`src/rtl/ras_controller_pkg.sv`:
```
// Shared constants and types for the return-address-stack controller.
package ras_controller_pkg;

    localparam int RAS_DEPTH = 8;

    typedef logic [31:0]                   uint32_t;
    typedef logic [$clog2(RAS_DEPTH)-1:0]  ras_ptr_t;
    typedef logic [$clog2(RAS_DEPTH):0]    ras_cnt_t;

endpackage

```
`src/rtl/ras_controller_ras_stack.sv`:
```
// One circular return-address stack with a whole-state load port; its
// next-state is exported so another stack can be loaded from it in one cycle.
module ras_stack
    import ras_controller_pkg::*;
#(
    parameter  int DEPTH = RAS_DEPTH,
    localparam int PW    = $clog2(DEPTH),
    localparam int CW    = PW + 1
) (
    input  logic                   clk,
    input  logic                   rst,
    input  logic                   push,
    input  logic                   pop,
    input  uint32_t                addr,
    input  logic                   load,
    input  logic [DEPTH-1:0][31:0] load_entries,
    input  logic [PW-1:0]          load_tp,
    input  logic [CW-1:0]          load_cnt,
    output logic [DEPTH-1:0][31:0] next_entries,
    output logic [PW-1:0]          next_tp,
    output logic [CW-1:0]          next_cnt,
    output uint32_t                top_addr,
    output logic [CW-1:0]          count
);

    logic [DEPTH-1:0][31:0] entries_q, entries_d;
    logic [PW-1:0]          tp_q, tp_d, tp_inc, tp_dec;
    logic [CW-1:0]          cnt_q, cnt_d;

    assign tp_inc = tp_q + PW'(1);
    assign tp_dec = tp_q - PW'(1);

    // Push+pop is an in-place replace of the top; a push into a full stack
    // overwrites the oldest entry and leaves the count saturated.
    always_comb begin
        entries_d = entries_q;
        tp_d      = tp_q;
        cnt_d     = cnt_q;
        if (load) begin
            entries_d = load_entries;
            tp_d      = load_tp;
            cnt_d     = load_cnt;
        end else if (push && pop) begin
            entries_d[tp_q] = addr;
            if (cnt_q == '0) cnt_d = CW'(1);
        end else if (push) begin
            tp_d              = tp_inc;
            entries_d[tp_inc] = addr;
            if (cnt_q != CW'(DEPTH)) cnt_d = cnt_q + CW'(1);
        end else if (pop && cnt_q != '0) begin
            tp_d  = tp_dec;
            cnt_d = cnt_q - CW'(1);
        end
    end

    always_ff @(posedge clk or posedge rst) begin
        if (rst) begin
            entries_q <= '0;
            tp_q      <= '0;
            cnt_q     <= '0;
        end else begin
            entries_q <= entries_d;
            tp_q      <= tp_d;
            cnt_q     <= cnt_d;
        end
    end

    assign next_entries = entries_d;
    assign next_tp      = tp_d;
    assign next_cnt     = cnt_d;
    assign top_addr     = entries_q[tp_q];
    assign count        = cnt_q;

endmodule

```
`src/rtl/ras_controller.sv`:
```
// Speculative and commit-side return-address stacks; a flush reloads the
// speculative stack from the commit stack's next state in a single cycle.
module ras_controller
    import ras_controller_pkg::*;
#(
    parameter  int DEPTH = RAS_DEPTH,
    localparam int PW    = $clog2(DEPTH),
    localparam int CW    = PW + 1
) (
    input  logic          clk,
    input  logic          rst,
    input  logic          spec_push,
    input  logic          spec_pop,
    input  uint32_t       spec_push_addr,
    input  logic          commit_push,
    input  logic          commit_pop,
    input  uint32_t       commit_push_addr,
    input  logic          restore,
    output logic          pred_valid,
    output uint32_t       pred_target,
    output logic [CW-1:0] spec_count
);

    logic [DEPTH-1:0][31:0] c_next_entries, s_next_entries;
    logic [PW-1:0]          c_next_tp, s_next_tp;
    logic [CW-1:0]          c_next_cnt, s_next_cnt, c_count;
    uint32_t                c_top;
    logic                   unused_state;

    ras_stack #(.DEPTH(DEPTH)) u_commit (
        .clk          (clk),
        .rst          (rst),
        .push         (commit_push),
        .pop          (commit_pop),
        .addr         (commit_push_addr),
        .load         (1'b0),
        .load_entries ('0),
        .load_tp      ('0),
        .load_cnt     ('0),
        .next_entries (c_next_entries),
        .next_tp      (c_next_tp),
        .next_cnt     (c_next_cnt),
        .top_addr     (c_top),
        .count        (c_count)
    );

    // Speculative ops are dropped in a restore cycle; the load port wins anyway.
    ras_stack #(.DEPTH(DEPTH)) u_spec (
        .clk          (clk),
        .rst          (rst),
        .push         (spec_push & ~restore),
        .pop          (spec_pop & ~restore),
        .addr         (spec_push_addr),
        .load         (restore),
        .load_entries (c_next_entries),
        .load_tp      (c_next_tp),
        .load_cnt     (c_next_cnt),
        .next_entries (s_next_entries),
        .next_tp      (s_next_tp),
        .next_cnt     (s_next_cnt),
        .top_addr     (pred_target),
        .count        (spec_count)
    );

    assign pred_valid   = (spec_count != '0);
    assign unused_state = ^{c_top, c_count, s_next_entries, s_next_tp, s_next_cnt};

endmodule

```
`config.mk`:
```
export PLATFORM = sky130hd
export DESIGN_NAME = ras_controller
export DESIGN_NICKNAME = d
export VERILOG_FILES = /design/src/rtl/ras_controller_pkg.sv /design/src/rtl/ras_controller_ras_stack.sv /design/src/rtl/ras_controller.sv
export SDC_FILE = /design/constraint.sdc
export NUM_CORES = 2
export LEC_CHECK = 0
export BUFFER_PORTS_ARGS = -buffer_cell sky130_fd_sc_hd__clkbuf_2
export CORE_ASPECT_RATIO = 1.75
export CORE_MARGIN = 5
export CORE_UTILIZATION = 23
export CTS_CLUSTER_SIZE = 28
export DETAILED_ROUTE_END_ITERATION = 8
export GPL_TIMING_DRIVEN = 0
export PLACE_DENSITY_LB_ADDON = 0.1
export RECOVER_POWER = 50
export SLEW_MARGIN = 10
export SYNTH_ARGS = -nofsm -noshare
export SYNTH_HDL_FRONTEND = slang
export SYNTH_HIERARCHICAL = 1
export SYNTH_SLANG_ARGS = --single-unit
export TNS_END_PERCENT = 30
```
`constraint.sdc`:
```
create_clock -name clk -period 15.2 [get_ports clk]
set_input_delay 1.52 -clock clk [delete_from_list [all_inputs] [get_ports clk]]
set_output_delay 1.52 -clock clk [all_outputs]
set_load 0.03 [all_outputs]
```
---- Word level (Yosys, flattened, before mapping) ----
Index checks and enable logic that the tools add are counted.
cells by class
  add/subtract/negate cells ............... 8
  $lt $le $gt $ge ......................... 8
  equal/unequal tests ..................... 5
  mux-type cells .......................... 37
  bitwise operators ....................... 3
  reductions and logical operators ........ 17
operators by type and width
  operator             number
  $mux 256             5
  $bwmux 256           4
  $demux 32 s3         4
  $mux 32              5
  $bmux 32 s3          1
  $mux 4               11
  $mux 3               7
  $lt 3x4->1 const B   4
  $ge 3x1->1 const B   4
  $ne 4x4->1 const B   3
  $reduce_bool 4->1    3
  $add 4x1->4 const B  2
  $logic_and 1x1->1    8
  $logic_not 4->1      2
  $sub 4x1->4 const B  2
  $add 3x1->3 const B  2
  $reduce_bool 3->1    2
  $sub 3x1->3 const B  2
  $ne 3x3->1 const B   1
  $reduce_and 3->1     1
  $and 1x1->1          2
  $ne 2x2->1 const B   1
  $reduce_and 2->1     1
  $not 1->1            1
storage, ports and cells
  register bits ........................... 526
  input port bits ......................... 71
  output and inout port bits .............. 37

---- Logic depth before layout (Yosys ltp) ----
  depth in word-level cells ............... 9
  depth in mapped cells ................... 13

---- By module ----
The synthesis kept the hierarchy.
by module, submodules not included
  module                instances  cells an instance  area each (um^2)  sequential area each (um^2)
  ras_stack (u_spec)    1          1498               14679.1           6581.3
  ras_stack (u_commit)  1          1463               14594.0           6581.3
  ras_controller        1          4                  23.8              0.0

---- Least setup slack after synthesis ----
Ideal clock, no wire load.
  path type ............................... reg2out
  start point ............................. register u_spec.tp_q[1]
  end point ............................... output pred_target[18]
  arrival time ............................ 1.980 ns
  data required time ...................... 13.680 ns
  path slack .............................. 11.700 ns
  stages on the path, launching flop included .. 7
  buffers on the path ..................... 4
  path through ............................ dfrtp_1 > clkbuf_1 > clkbuf_1 > clkbuf_1 > buf_2 > a221oi_1 > o22ai_1
on the way
  longest elaborated chain between the ends .. 2
ends and longest elaborated chain
  element                        line                            source
  start: declaration             ras_controller_ras_stack.sv:27  logic [PW-1:0] tp_q, tp_d, tp_inc, tp_dec;
  start signal: assignment       ras_controller_ras_stack.sv:63  tp_q <= tp_d;
  $bmux 32 s3                    ras_controller_ras_stack.sv:71  assign top_addr = entries_q[tp_q];
  $mux 32 (implied by the code)  ras_controller_ras_stack.sv:71
  end: declaration               ras_controller.sv:20            output uint32_t pred_target,
Every way passes these cells. The select of a mux whose other input is x is not followed.

==> results.cfg <==
[floorplanning]
fp.dieW_um = 270.9
row_count = 167
initial_core_util_pct = 23.13
die-height_um = 466.7
fp.coreArea_um2 = 118500
ios = 108
dieArea_um2 = 126400

[grt]
grt_overflow_total = 0
grt_pass1_vias = 22948
grt_max_degree = 95
antenna_found_initial = 5
track_usage_pct = 21.19
grt_pass1_wl_um = 190100

[clocking]
cts.clk_slew.worst_paths_ns = 0.07
insertion_delay_ns = 0.66
cts_max_level = 2
cts_tree = done
clock_sinks = 526
cts_setup_buffers = 0
clk_path_buf_depth = 3
cts_hold_buf = 0
root_buffer = clkbuf_16
cts_buffers = 56
cts.repair.resized = 0

[worst_hold_path]
hold_depth = 2
worstHoldStart = u_spec/entries_q[121]
min_path_type = reg2reg
hold_path_end = u_spec/entries_q[121]

[timing]
slew_headroom_pct = -199.8
finalHoldViolations = 0
period_share_pct = 44.91
worst_pin_slew_ns = 4.498
setup_viol = 0
fin_ws_ns = 8.373
rsz0062_at_grt = false
max_freq_mhz = 146.5
finClkSkew_ns = 0.03311
period_needed_ns = 6.827
fin_tns_setup_ns = 0
drv_slew = 283

[routing]
first_pass_iters = 5
drt_wl_total_um = 137200
postRouteAntennaNets = 0
drc = 0
drt_iter0_drc = 1461
vias = 22058
wl_per_cell_um = 29.26
via_per_inst = 4.705

[place]
hpwl_um = 98180
gp_congestion = 0.8330
dp_slack_ns = 9.850
port_buffers = 41

[critical_path]
crit_fanout = 65
required_ns = 14.92
crit_type = in2async
start_kind = primary input
r2r_end = u_spec/entries_q[130]
critical_path_arrival_ns = 6.55
worst_r2r_path_depth = 10
cp-end-kind = async pin
reg2reg_slack_ns = 10.39
rr_startpoint = u_spec/tp_q[0]

[yosys]
netlist_area_um2 = 27410
synth.yosys.warnings = 6
syn_inst = 2751
syn_avg_cell_area_um2 = 9.963

[cells_and_area]
num-nets-final = 3201
n_fill_cell = 12563
drive_above_1_share_pct = 8.755
syn_to_final_growth_pct = 18.42

[power_and_ir_drop]
power.switching_mw = 1.593
p_comb_share_pct = 27.7
intPower_mw = 2.776
ir_drop_v = 0.00008527
pwr-share-seq_pct = 38.5
power.density_nw_per_um2 = 134.6
p_sw_share_pct = 36.46
p_clk_share_pct = 33.8
leakagePower_nw = 12.39

[status]
violations = capacitance limit, slew limit
status = complete, but fails checks

[job]
max_cap_viol_count = 8
[worst max path at each step]
| stage | from | to | slack (ns) | cells after the start |
|---|---|---|---|---|
| after floorplan | rst | u_commit/count[0] | 6.44 | 1 |
| after global placement | rst | u_commit/entries_q[130] | 0.75 | 2 |
| after detailed placement | u_spec/tp_q[1] | pred_target[18] | 9.85 | 7 |
| after CTS | u_spec/tp_q[1] | pred_target[18] | 9.13 | 7 |
| after global routing | rst | u_commit/entries_q[222] | 7.25 | 3 |
| final | rst | u_commit/entries_q[223] | 8.37 | 3 |
[metrics by stage]
stage / cell area [um2] / cells / total power [mW] / hold slack [ns] / utilization, %
6_report: 32450 / 4688 / 4.369 / 0.5475 / 27.39
2_1_floorplan: 28400 / 3016 / 2.405 / 0.5079 / -
4_1_cts: 32590 / 4684 / 4.393 / 0.5517 / 27.51
3_3_place_gp: 30510 / 4578 / 2.882 / 0.5247 / 25.75
3_5_place_dp: 30690 / 4584 / 2.892 / 0.5293 / 25.91
5_1_grt: 32450 / 4686 / 4.551 / 0.5557 / 27.39
[critical path, cell delays in order]
cell	delay, ns
clkbuf_1	0.11
clkinvlp_2	1.62
clkbuf_1	3.16
[power groups by stage]
stage	registers [mW]	clock network (mW)	logic, mW
floorplan	1.67	0	0.738
finish	1.68	1.48	1.21
global route	1.70	1.57	1.29
CTS	1.68	1.52	1.19
global placement	1.71	0	1.17
detailed placement	1.71	0	1.19
[state kept, by name (all words and copies together), names as in the netlist]
| name | cells |
|---|---|
| u_commit/count | 4 |
| u_spec/entries_q | 256 |
| u_spec/tp_q | 3 |
| u_commit/tp_q | 3 |
| u_spec/count | 4 |
| u_commit/entries_q | 256 |
[per-layer routing]
| metal | GRT usage, % | part of all wire, % | up-vias |
|---|---|---|---|
| met3 | 2.343 | 3.1 | 196 |
| met4 | 8.036 | 4.4 | 2 |
| met2 | 39.46 | 53 | 507 |
| met5 | 0 | 0.0087 | - |
| met1 | 24.87 | 40 | 11254 |
| li1 | - | - | 10099 |
[cell usage in the layout (no fill, tap or decap), types with 9 or more instances in the layout]
cell and instances:
clkbuf_2 45, mux2_1 27, a21oi_1 15, o21ai_0 144, nand2b_1 10, clkbuf_16 58
clkbuf_1 189, inv_1 9, nor2b_1 9, a221o_1 11, dfrtp_1 526, buf_6 11
conb_1 266, a221oi_1 31, buf_2 51, a22oi_1 18, clkbuf_8 21, nor3_1 9
buf_4 38, nor2_1 20, mux2i_1 541, nand2_1 559, o21ai_1 394
[layout make-up]
type	count	area [um2]	share of cell area, %
Clock buffer	88	1774	5.467
Multi-Input combinational cell	2189	13690	42.20
Antenna cell	3	7.507	0.02313
Buffer	288	1419	4.372
Sequential cell	526	13160	40.56
Tap cell	1521	1903	5.864
Timing Repair Buffer	48	319.1	0.9831
Clock inverter	12	123.9	0.3817
Inverter	13	51.30	0.1581
No activity file was read; power rests on OpenSTA's default activity.
